<file path="src/rtl/pwm_multichannel.sv">
// Multi-channel PWM: one shared up or up/down period counter feeds CHANNELS
// comparators whose percent duties are double-buffered and swapped in at a period boundary.
module pwm_multichannel #(
  parameter int unsigned PERIOD   = 5000,
  parameter int unsigned CNT_W    = 16,
  parameter int unsigned CHANNELS = 4,
  parameter int unsigned DUTY_W   = 8
) (
  input  logic                         clk,
  input  logic                         rst,
  input  logic                         en,
  input  logic                         center_mode,
  input  logic [CHANNELS*DUTY_W-1:0]   duty_in,
  input  logic [CHANNELS-1:0]          duty_wr,
  output logic [CHANNELS-1:0]          pwm_out,
  output logic                         period_start
);

  localparam int unsigned PW = CNT_W + 7;
  localparam logic [CNT_W-1:0] CNT_LAST = CNT_W'(PERIOD - 1);
  localparam logic DIR_UP   = 1'b0;
  localparam logic DIR_DOWN = 1'b1;

  logic [CNT_W-1:0]    cnt_q, cnt_d;
  logic                dir_q, dir_d;
  logic                mode_q, mode_d;
  logic [CNT_W-1:0]    pend_q [CHANNELS];
  logic [CNT_W-1:0]    pend_d [CHANNELS];
  logic [CNT_W-1:0]    act_q  [CHANNELS];
  logic [CNT_W-1:0]    act_d  [CHANNELS];
  logic [CHANNELS-1:0] pwm_q, pwm_d;
  logic                ps_q, ps_d;
  logic                boundary;
  logic [PW-1:0]       duty_ext;
  logic [PW-1:0]       thr_wide;

  // Counter sequencing, boundary detection and per-channel compare
  always_comb begin
    cnt_d    = cnt_q;
    dir_d    = dir_q;
    mode_d   = mode_q;
    pwm_d    = '0;
    ps_d     = 1'b0;
    duty_ext = '0;
    thr_wide = '0;
    boundary = en && (cnt_q == '0) && (dir_q == DIR_UP);

    if (!en) begin
      cnt_d = '0;
      dir_d = DIR_UP;
    end else begin
      if (boundary) mode_d = center_mode;
      ps_d = boundary;
      if (dir_q == DIR_UP) begin
        if (cnt_q == CNT_LAST) begin
          if (mode_q) dir_d = DIR_DOWN;
          else        cnt_d = '0;
        end else begin
          cnt_d = cnt_q + CNT_W'(1);
        end
      end else begin
        // Turn-around at zero repeats the value; the next cycle is the boundary
        if (cnt_q == '0) dir_d = DIR_UP;
        else             cnt_d = cnt_q - CNT_W'(1);
      end
    end

    for (int unsigned i = 0; i < CHANNELS; i++) begin
      duty_ext = PW'(duty_in[i*DUTY_W +: DUTY_W]);
      if (duty_ext > PW'(100)) duty_ext = PW'(100);
      thr_wide  = (PW'(PERIOD) * duty_ext) / PW'(100);
      pend_d[i] = duty_wr[i] ? CNT_W'(thr_wide) : pend_q[i];
      act_d[i]  = boundary ? pend_q[i] : act_q[i];
      // New threshold already governs the boundary cycle, so no glitch at 100%
      pwm_d[i]  = en && (cnt_q < act_d[i]);
    end
  end

  // State registers
  always_ff @(posedge clk or posedge rst) begin
    if (rst) begin
      cnt_q  <= '0;
      dir_q  <= DIR_UP;
      mode_q <= 1'b0;
      pwm_q  <= '0;
      ps_q   <= 1'b0;
      for (int unsigned i = 0; i < CHANNELS; i++) begin
        pend_q[i] <= '0;
        act_q[i]  <= '0;
      end
    end else begin
      cnt_q  <= cnt_d;
      dir_q  <= dir_d;
      mode_q <= mode_d;
      pwm_q  <= pwm_d;
      ps_q   <= ps_d;
      for (int unsigned i = 0; i < CHANNELS; i++) begin
        pend_q[i] <= pend_d[i];
        act_q[i]  <= act_d[i];
      end
    end
  end

  assign pwm_out      = pwm_q;
  assign period_start = ps_q;

endmodule

</file>
<file path="config.mk">
export PLATFORM = sky130hd
export DESIGN_NAME = pwm_multichannel
export DESIGN_NICKNAME = d
export VERILOG_FILES = /design/src/rtl/pwm_multichannel.sv
export SDC_FILE = /design/constraint.sdc
export NUM_CORES = 1
export LEC_CHECK = 0
export ABC_AREA = 1
export BUFFER_PORTS_ARGS = -buffer_cell sky130_fd_sc_hd__buf_2
export CAP_MARGIN = 5
export CORE_MARGIN = 2
export CORE_UTILIZATION = 40
export DETAILED_ROUTE_END_ITERATION = 8
export PLACE_DENSITY = 0.64
export RECOVER_POWER = 50
export SLEW_MARGIN = 5
export SYNTH_ARGS = -nofsm -noshare
export SYNTH_HDL_FRONTEND = slang
export SYNTH_SLANG_ARGS = --single-unit
</file>
<file path="constraint.sdc">
create_clock -name clk -period 4.86 [get_ports clk]
set_clock_uncertainty 0.1 [all_clocks]
set_input_delay 0.243 -clock clk [delete_from_list [all_inputs] [get_ports clk]]
set_output_delay 0.243 -clock clk [all_outputs]
set_load 0.01 [all_outputs]
</file>
======== Word level (Yosys, flattened, before mapping) ========
Cells that the tools add are included.
storage, ports and cells
  bits in registers ....................... 151
  logic and storage cells ................. 63
operators by class
  multipliers ............................. 4
  divide/modulo/power cells ............... 4
  bitwise operators ....................... 1
  add/sub/neg operators ................... 2
  magnitude comparators ................... 8
  reductions and logical operators ........ 9
  mux-type cells .......................... 19
  eq/ne operators ......................... 3
operators by type and width
  cell                                                            count
  two-way mux 16 bit                                              9
  divider 23 x 7 -> 23 bit (second input constant)                4
  multiplier 10 x 23 -> 20 bit (first input constant)             4
  < comparator 16 bit                                             4
  greater-than comparator 8 x 7 -> 1 bit (second input constant)  4
  two-way mux 8 bit                                               4
  adder 16 x 1 -> 16 bit (second input constant)                  1
  == test 16 x 13 -> 1 bit (second input constant)                1
  zero test 16 bit                                                1
  subtractor 16 x 1 -> 16 bit (second input constant)             1
  logical AND 1 bit                                               6
  two-way mux 1 bit                                               6
  != test 4 bit (second input constant)                           1
  AND reduction 2 bit                                             2
  != test 3 bit (second input constant)                           1
  inverter 1 bit                                                  1

======== Logic depth before layout (Yosys ltp) ========
Gate-level depths: netlist (run 1).
  word-level depth ........................ 6
  depth in mapped cells ................... 102
  gate-level depth less buffers ........... 102

======== Worst setup path before layout (run 1) ========
No wires, ideal clock.
  kind .................................... input -> register
  from .................................... input duty_in[8]
  to ...................................... register pend_q[32] (netlist bit)
  path buffers ............................ 0
  setup time .............................. 0.116 ns
  stages on the path ...................... 81
  arrival time ............................ 9.660 ns
  setup slack ............................. -5.017 ns
  cells stage by stage .................... o21ai_0 -> nand3_1 -> nand3_1 -> nand2_1 -> nor2_1 -> inv_1 -> ha_1 -> ha_1 -> inv_1 -> fa_1 -> fa_1 -> fa_1 -> inv_1 -> nand3_1 -> nand3_2 -> nand2_1 -> nand2_1 -> xor2_1 -> [... 45 more ...] -> nand2_1 -> nand2_4 -> nor2_4 -> nand2_2 -> nand3_4 -> nand2_1 -> nand2_1 -> inv_1 -> ha_1 -> nand2_1 -> nand2_1 -> nor2_1 -> nand3_1 -> nand2_1 -> nand2_1 -> nand4_1 -> nand2_1 -> nand2_1
between the ends
  word-level cells in the longest chain between the ends .. 4
RTL lines
  element                                 RTL line  source
  start, declared                         13        input logic [CHANNELS*DUTY_W-1:0] duty_in,
  greater-than comparator 8 x 7 -> 1 bit  70        if (duty_ext > PW'(100)) duty_ext = PW'(100);
  two-way mux 8 bit (*)                   70
  multiplier 10 x 23 -> 20 bit (*)        71        thr_wide = (PW'(PERIOD) * duty_ext) / PW'(100);
  divider 23 x 7 -> 23 bit (*)            71
  end signal, assigned by index           98        pend_q[i] <= pend_d[i];
  end, declared                           27        logic [CNT_W-1:0] pend_q [CHANNELS];
Every way passes the cells marked *; elsewhere a longest branch is shown, timed or not.
A chain may end at the register's enable or synchronous reset.

======== Final worst setup path (run 1) ========
  from .................................... input duty_in[17]
  to ...................................... register pend_q[16] (netlist bit)
The elaborated chain is that of the path after synthesis.

==> qor.txt, run 1 <==
=====================================================================================
Initial Util                                                                   40.20%
Violated checks                                                          max-capacitance violations, max-slew violations, negative setup slack
Run status                                                               finished with violations
Die width                                                                    244.1 um
Cell count after placement                                                       4934
Commonest cells post-synth                                               sky130_fd_sc_hd__nand2_1 (912), sky130_fd_sc_hd__inv_1 (606), sky130_fd_sc_hd__nand3_1 (335), sky130_fd_sc_hd__ha_1 (238), sky130_fd_sc_hd__nand2_2 (215)
Count of H-tree levels built during CTS                                             4
Highest-delay cell along the critical path                               sky130_fd_sc_hd__fa_1
First-pass GRT wire length                                                  102200 um
Signal arrival time at the worst endpoint                                    10.13 ns
Delay of the slowest critical-path stage                                      0.50 ns
Unique cell type count in the Yosys netlist                                        51
Avg Synthesized Cell Area                                                  6.527 um^2
Area of the die                                                            59580 um^2
Yosys synthesis warning count                                                       0
CTS Sinks                                                                         147
Share of cell area taken by muxes after synthesis                                  0%
Final Hold Viols                                                                    0
Fill cell total of the finished layout                                           5058
Antenna Violating Nets Remaining                                                    0
Post-synthesis share of cell area spent on xor and xnor gates                  1.780%
Path class of the lowest-slack min-delay path                                  in2reg
Clock-pin slew of the registers on the worst-case setup and hold paths        0.07 ns
Slew margin rel.                                                              -46.02%
TritonCTS clock tree                                                              yes
Gate Count Post-Synth                                                            3533
Highest Clock Rate                                                          100.9 MHz
Maximum number of pins on one net before global-route repair                       74
Count of TritonRoute iterations in the first routing pass                           7
Synthesized-area fraction occupied by adder cells                              17.25%
Predominant post-synthesis flop cell                                     sky130_fd_sc_hd__dfrtp_1
Kind of end point of the critical path                                           flop
Global routing usage summed across all routing layers                          19.54%
Dominant cell type by area after synthesis                               sky130_fd_sc_hd__dfrtp_1
Area added between synthesis and finish                                        51.13%
Register-to-register setup slack                                              0.83 ns
PortBufs                                                                           44
Initial detailed-routing violation count                                          980
Reported max-cap violation count                                                    2
Share of synthesized cell area in and, or, nand and nor gates                  44.63%
Floorplan die height                                                         244.1 um
Most numerous cell on the critical path                                  sky130_fd_sc_hd__nand2_4
Worst path required time                                                      5.08 ns
Clock root cell                                                          sky130_fd_sc_hd__clkbuf_16
Count of final max-slew check failures                                             94
Compound-cell area share of the yosys netlist                                  8.459%
Share of cells above drive strength 1                                          44.13%
Half-perimeter wire length of the detailed placement result                  45030 um
Fin cells                                                                        5142
Cell Rows                                                                          88
Number of flops mapped to enable cells by yosys                                     0
Via count of the first global-routing pass                                     23.48k
Area of the mapped netlist                                                 23060 um^2
Yosys top cell area share                                                      15.95%
Worst Slack Setup Final                                                     -5.048 ns
RSZ-0062 raised after global routing                                              yes
Final period util                                                              203.9%
Layout Utilization                                                             60.75%
Highest net fanout along the worst path                                             7
Top area cells in the synthesized netlist                                sky130_fd_sc_hd__dfrtp_1 (16%), sky130_fd_sc_hd__nand2_1 (15%), sky130_fd_sc_hd__ha_1 (13%)
Clock network latency to the later pin of the worst-skew pair                 0.43 ns
Worst hold slack after final layout                                        0.06894 ns
GRT Residual Overflow                                                               0
Number of register bits inferred by synthesis                                     147
Transition time at the pin with the least slew margin                        2.190 ns
Combinational family with the most area after synthesis                  simple AND/OR/NAND/NOR gates
Class of the most critical setup path                                          in2reg
Sequential fraction of the synthesis area                                      15.95%
Residual DRC                                                                        0
Async S/R FF share, synth                                                      100.0%
Cell with the most instances after synthesis                             sky130_fd_sc_hd__nand2_1
Min Tclk post-route                                                          9.908 ns
Number of buffers on the longest clock path                                         2
Number of antenna violations at the first check in global routing                   2
Total clock buffers created by CTS                                                 17
Average wire per standard cell                                               11.73 um
Post-detailed-routing wire length                                            60340 um
Top-Level Pins                                                                     45
Number of setup violations in the final report                                     48
Gpl congestion                                                                 0.8649
Via count                                                                      24.43k
Net count of the finished layout                                                 4691
Startpoint type of the worst setup path                                  primary input
Floorplan core area                                                        57370 um^2
Avg Vias per Cell                                                               4.751
=====================================================================================
==> per-stage QoR <==
stage          setup TNS, ns  setup WS (ns)  instance area [um^2]
5_1_grt              -148.18         -5.729                 34850
4_1_cts              -114.57         -4.581                 33170
3_3_place_gp         -138.39         -5.329                 30110
3_5_place_dp         -143.58         -5.420                 30110
6_report             -123.47         -5.048                 34850
2_1_floorplan        -104.48         -4.517                 24560
==> routing by layer <==
layer  share of wire, %  up-vias  GRT usage (%)
li1                   -    12920              -
met1                 46    11250          25.72
met2                 52      221          35.34
met3                1.9       36          1.690
met4               0.67        2          2.780
met5              0.022        -              0
==> worst max-delay path, delay by kind of cell <==
kind                     cells  cell delay, ns
AND/OR/NAND/NOR             71            6.59
AO/OA/AOI/OAI                3            0.47
adder cells (fa/ha/maj)      6            2.26
buffers and inverters        7            0.51
==> cells in the final DEF, fill, tap and decap left out, types with 9 or more instances in the layout <==
cell type and instances:
sky130_fd_sc_hd__buf_4 718, sky130_fd_sc_hd__nand2_1 686, sky130_fd_sc_hd__inv_1 529, sky130_fd_sc_hd__nand2_2 247
sky130_fd_sc_hd__nand2_4 243, sky130_fd_sc_hd__nand3_1 236, sky130_fd_sc_hd__ha_1 198, sky130_fd_sc_hd__dfrtp_1 147
sky130_fd_sc_hd__inv_2 131, sky130_fd_sc_hd__nor2_1 125, sky130_fd_sc_hd__nand3_2 110, sky130_fd_sc_hd__o21ai_0 108
sky130_fd_sc_hd__nor2_4 84, sky130_fd_sc_hd__nand4_1 81, sky130_fd_sc_hd__o21ai_1 72, sky130_fd_sc_hd__a21oi_1 65
sky130_fd_sc_hd__buf_6 58, sky130_fd_sc_hd__fa_1 45, sky130_fd_sc_hd__nor2_2 41, sky130_fd_sc_hd__nand4_4 35
sky130_fd_sc_hd__nand2_8 35, sky130_fd_sc_hd__nand3_4 31, sky130_fd_sc_hd__ha_4 31, sky130_fd_sc_hd__xor2_1 30
sky130_fd_sc_hd__buf_2 28, sky130_fd_sc_hd__o21ai_2 23, sky130_fd_sc_hd__conb_1 22, sky130_fd_sc_hd__a21oi_2 21
sky130_fd_sc_hd__clkbuf_16 17, sky130_fd_sc_hd__nor3_1 16, sky130_fd_sc_hd__o211ai_1 12, sky130_fd_sc_hd__inv_4 11
sky130_fd_sc_hd__a211oi_1 10, sky130_fd_sc_hd__xnor2_1 9, sky130_fd_sc_hd__ha_2 9
==> repair_timing <==
| action | 4_1_cts | 5_1_grt |
|---|---|---|
| endpoints found under the setup margin | 48 | 49 |
| setup buffers | 129 | 72 |
| pin swaps | 275 | 195 |
| gates cloned | 1 | 0 |
| hold buffers | 2 | 0 |
| endpoints found under the hold margin | 48 | 0 |
| gates resized for setup | 358 | 340 |
==> kinds of logic (layout without fill, tap and decap cells) <==
family | after synthesis | after routing
fa+ha+maj | 288 | 288
xor+xnor | 46 | 46
other cells | 2 | 23
buf+inv | 711 | 1533
flops | 147 | 147
simple gates | 1986 | 1987
compound gates | 353 | 353
==> sequential cells by signal (all words and copies together), names as in the netlist <==
name	cells
period_start	1
mode_q	1
act_q	64
pend_q	60
dir_q	1
pwm_out	4
cnt_q	16
==> worst paths after layout <==
| check | startpoint | depth (start not counted) | end |
|---|---|---|---|
| max in group asynchronous | rst | 4 | pend_q[38] |
| worst min-delay path | en | 3 | cnt_q[15] |
| worst max register to register | cnt_q[1] | 18 | pwm_out[3] |
| worst min register to register | act_q[47] | 2 | act_q[47] |
| worst max-delay path | duty_in[17] | 87 | pend_q[16] |
| min in group asynchronous | rst | 3 | pend_q[0] |
==> final cells by class <==
type | count | area [um^2] | area share (%)
antenna | 1 | 2.502 | 0.007181
clock buffer | 18 | 439.2 | 1.260
clock inverter | 14 | 165.2 | 0.4739
inverter | 681 | 2616 | 7.507
multi-input combinational | 2696 | 20680 | 59.33
sequential | 147 | 3679 | 10.56
tap | 765 | 957.2 | 2.747
timing repair buffer | 820 | 6314 | 18.12
Power of run 1 is not shown: default switching activity piles up to over one toggle a cycle in this logic, so the estimate is an artifact.
==> inputs of run 2 (changes only) <==
--- a/config.mk
+++ b/config.mk
@@ -5,12 +5,12 @@
 export SDC_FILE = /design/constraint.sdc
 export NUM_CORES = 1
 export LEC_CHECK = 0
-export ABC_AREA = 1
 export BUFFER_PORTS_ARGS = -buffer_cell sky130_fd_sc_hd__buf_2
 export CAP_MARGIN = 5
 export CORE_MARGIN = 2
 export CORE_UTILIZATION = 40
 export DETAILED_ROUTE_END_ITERATION = 8
+export GPL_ROUTABILITY_DRIVEN = 0
 export PLACE_DENSITY = 0.64
 export RECOVER_POWER = 50
 export SLEW_MARGIN = 5
==> qor.txt, run 2 <==
=====================================================================================
Worst reg-to-reg path cell count                                                   25   +7
Most frequent cells in the layout                                        sky130_fd_sc_hd__buf_4 (1202), sky130_fd_sc_hd__nor2_1 (245), sky130_fd_sc_hd__nand2_1 (219), sky130_fd_sc_hd__ha_1 (200), sky130_fd_sc_hd__inv_1 (191)
Min Tclk post-route                                                          12.56 ns   +2.651 ns
Run status                                                               finished with violations
Gate Count Post-Synth                                                            3331   -5.7%
Max FFs per register                                                               64   unchanged
Critical register-to-register path endpoint                                pwm_out[1]
Worst Slack Setup Final                                                     -7.699 ns   -2.651 ns
Half-perimeter wire length of the detailed placement result                  63580 um   +41%
Class of the most critical setup path                                          in2reg
Number of antenna violations at the first check in global routing                   3   +1
Reported max-cap violation count                                                    2   unchanged
Unique cell type count in the Yosys netlist                                       141   +180%
Post-detailed-routing wire length                                            94430 um   +57%
Async S/R FF share, synth                                                      100.0%   unchanged
Cell with the most instances after synthesis                             sky130_fd_sc_hd__nor2_1
Violated checks                                                          max-capacitance violations, max-slew violations, negative setup slack
Fill cell total of the finished layout                                           4822   -4.7%
TritonCTS clock tree                                                              yes
Maximum number of pins on one net before global-route repair                       64   -14%
Predominant post-synthesis flop cell                                     sky130_fd_sc_hd__dfrtp_1
Number of register bits inferred by synthesis                                     147   unchanged
Path class of the lowest-slack min-delay path                                  in2reg
Avg Vias per Cell                                                               5.862   +23%
Final period util                                                              258.4%   +55 points
RSZ-0062 raised after global routing                                              yes
Top-Level Pins                                                                     45   unchanged
Commonest cells post-synth                                               sky130_fd_sc_hd__nor2_1 (299), sky130_fd_sc_hd__nand2_1 (254), sky130_fd_sc_hd__ha_1 (238), sky130_fd_sc_hd__inv_1 (221)
Slew margin rel.                                                              -93.66%   -48 points
Residual DRC                                                                        0   unchanged
Average wire per standard cell                                               17.20 um   +47%
Regs by FF count                                                         act_q: 64 flops, pend_q: 60 flops, cnt_q: 16 flops
First-pass GRT wire length                                                  145200 um   +42%
Register with the highest flop count                                            act_q
Initial detailed-routing violation count                                         2537   +160%
Pre-CTS setup slack                                                         -8.148 ns   -2.728 ns
Highest Clock Rate                                                          79.62 MHz   -21%
Final Hold Viols                                                                    0   unchanged
Number of flops mapped to enable cells by yosys                                     0   unchanged
Via count                                                                      32.19k   +32%
Clock-pin slew of the registers on the worst-case setup and hold paths        0.07 ns   about the same
Area of the mapped netlist                                                 25740 um^2   +12%
Delay of the slowest critical-path stage                                      0.55 ns   +0.05 ns
Kind of end point of the critical path                                           flop
Signal arrival time at the worst endpoint                                    12.78 ns   +2.65 ns
Highest-delay cell along the critical path                               sky130_fd_sc_hd__a2111oi_0
Critical Path Source                                                      duty_in[31]
Avg Synthesized Cell Area                                                  7.727 um^2   +18%
Cell Rows                                                                          92   +4.5%
Net count of the finished layout                                                 4960   +5.7%
Top area cells in the synthesized netlist                                sky130_fd_sc_hd__dfrtp_1 (14%), sky130_fd_sc_hd__ha_1 (12%), sky130_fd_sc_hd__nor2_1 (4.4%)
Total clock buffers created by CTS                                                 17   unchanged
Worst path required time                                                      5.08 ns   about the same
Most numerous cell on the critical path                                  sky130_fd_sc_hd__buf_4
Standard cell area after detailed placement                                36240 um^2   +20%
Worst Hold Depth                                                                    3   unchanged
Yosys synthesis warning count                                                       0   unchanged
Die width                                                                    257.7 um   +5.6%
CTS Sinks                                                                         147   unchanged
Final Cell Area                                                            42490 um^2   +22%
Clock root cell                                                          sky130_fd_sc_hd__clkbuf_16
Area of the die                                                            66390 um^2   +11%
Start of the worst register-to-register path                                 cnt_q[9]
Via count of the first global-routing pass                                     30.61k   +30%
Initial Util                                                                   40.66%   +0.46 points
Count of TritonRoute iterations in the first routing pass                           7   unchanged
Highest net fanout along the worst path                                             7   unchanged
Sequential fraction of the synthesis area                                      14.29%   -1.7 points
Count of H-tree levels built during CTS                                             4   unchanged
Clock network latency to the later pin of the worst-skew pair                 0.44 ns   about the same
Transition time at the pin with the least slew margin                        2.889 ns   +0.6988 ns
Share of cells above drive strength 1                                          48.46%   +4.3 points
Floorplan core area                                                        63310 um^2   +10%
Yosys top cell area share                                                      14.29%   -1.7 points
Count of final max-slew check failures                                             91   -3.2%
Area added between synthesis and finish                                        65.08%
Most frequent standard cell in the layout excluding fill and tap cells   sky130_fd_sc_hd__buf_4
Number of buffers on the longest clock path                                         2   unchanged
PortBufs                                                                           44   unchanged
Dominant cell type by area after synthesis                               sky130_fd_sc_hd__dfrtp_1
GRT Residual Overflow                                                               0   unchanged
Antenna diode count                                                                 0   -1
Floorplan die height                                                         257.7 um   +5.6%
Startpoint type of the worst setup path                                  primary input
Antenna Violating Nets Remaining                                                    0   unchanged
Capture point of the worst path                                             pend_q[0]
Global routing usage summed across all routing layers                          25.17%   +5.6 points
Number of setup violations in the final report                                     53   +10%
Register-to-register setup slack                                              0.04 ns   -0.79 ns
=====================================================================================
run 2: cell count changes after synthesis, sizes merged, moves of 82 or more:
cell,change
mux2i,+96
nand2,-956
nand4,-82
a21oi,+119
nand3,-281
inv,-452
run 2: routing by layer:
layer / routed length [um] / GRT usage [%] / up-vias
met3: 4613 / 1.963 / 260
met2: 46710 / 44.49 / 1139
met5: 37 / 0 / -
met1: 40520 / 33.52 / 15530
li1: - / - / 15250
met4: 2546 / 5.218 / 6
run 2: kinds of logic after synthesis:
logic type      count (synthesis)  synth area share (%)
compound gates               1196                 33.94
simple gates                 1116                 21.66
buf+inv                       346                 5.493
fa+ha+maj                     297                 15.81
flops                         147                 14.29
mux                           129                 5.352
xor+xnor                       98                 3.422
other cells                     2               0.02918
run 2: worst min-delay path by stage:
stage / slack (ns) / endpoint / startpoint
floorplan: 0.26 / mode_q / center_mode
global placement: 0.27 / pend_q[53] / rst
detailed placement: 0.27 / pend_q[2] / rst
CTS: 0.001 / mode_q / center_mode
global route: 0.02 / mode_q / center_mode
finish: 0.02 / mode_q / center_mode
run 2: layout make-up:
cell class / instances / area, um^2 / share of cell area, %
clock buffer: 19 / 442.9 / 1.042
clock inverter: 13 / 142.6 / 0.3357
inverter: 230 / 878.3 / 2.067
multi-input combinational: 2858 / 25440 / 59.88
sequential: 147 / 3680 / 8.660
tap: 846 / 1059 / 2.491
timing repair buffer: 1378 / 10850 / 25.53
run 2: timing repair:
item,4_1_cts,5_1_grt
resized for setup,483,330
hold buffers,1,0
gates cloned,0,1
pin swaps,269,241
hold endpoints to repair,61,0
setup endpoints to repair,53,57
setup buffers,196,113
run 2: stage by stage:
step	cells	hold slack [ns]	TNS (ns)	util, %
floorplan	3351	0.2555	-183.37	-
global placement	5188	0.2670	-212.42	57.24
detailed placement	5188	0.2692	-216.52	57.24
CTS	5400	0.001111	-176.56	63.72
global route	5491	0.02467	-208.11	67.11
finish	5491	0.02210	-192.30	67.11
run 2: critical path, delay by kind of cell:
family                   cells  cell delay (ns)
adder cells (fa/ha/maj)      6             1.99
AND/OR/NAND/NOR             10             2.94
buffers and inverters       10             1.22
AO/OA/AOI/OAI               26             5.96
XOR/XNOR                     3             0.39
Power of run 2 is left out for the same reason.
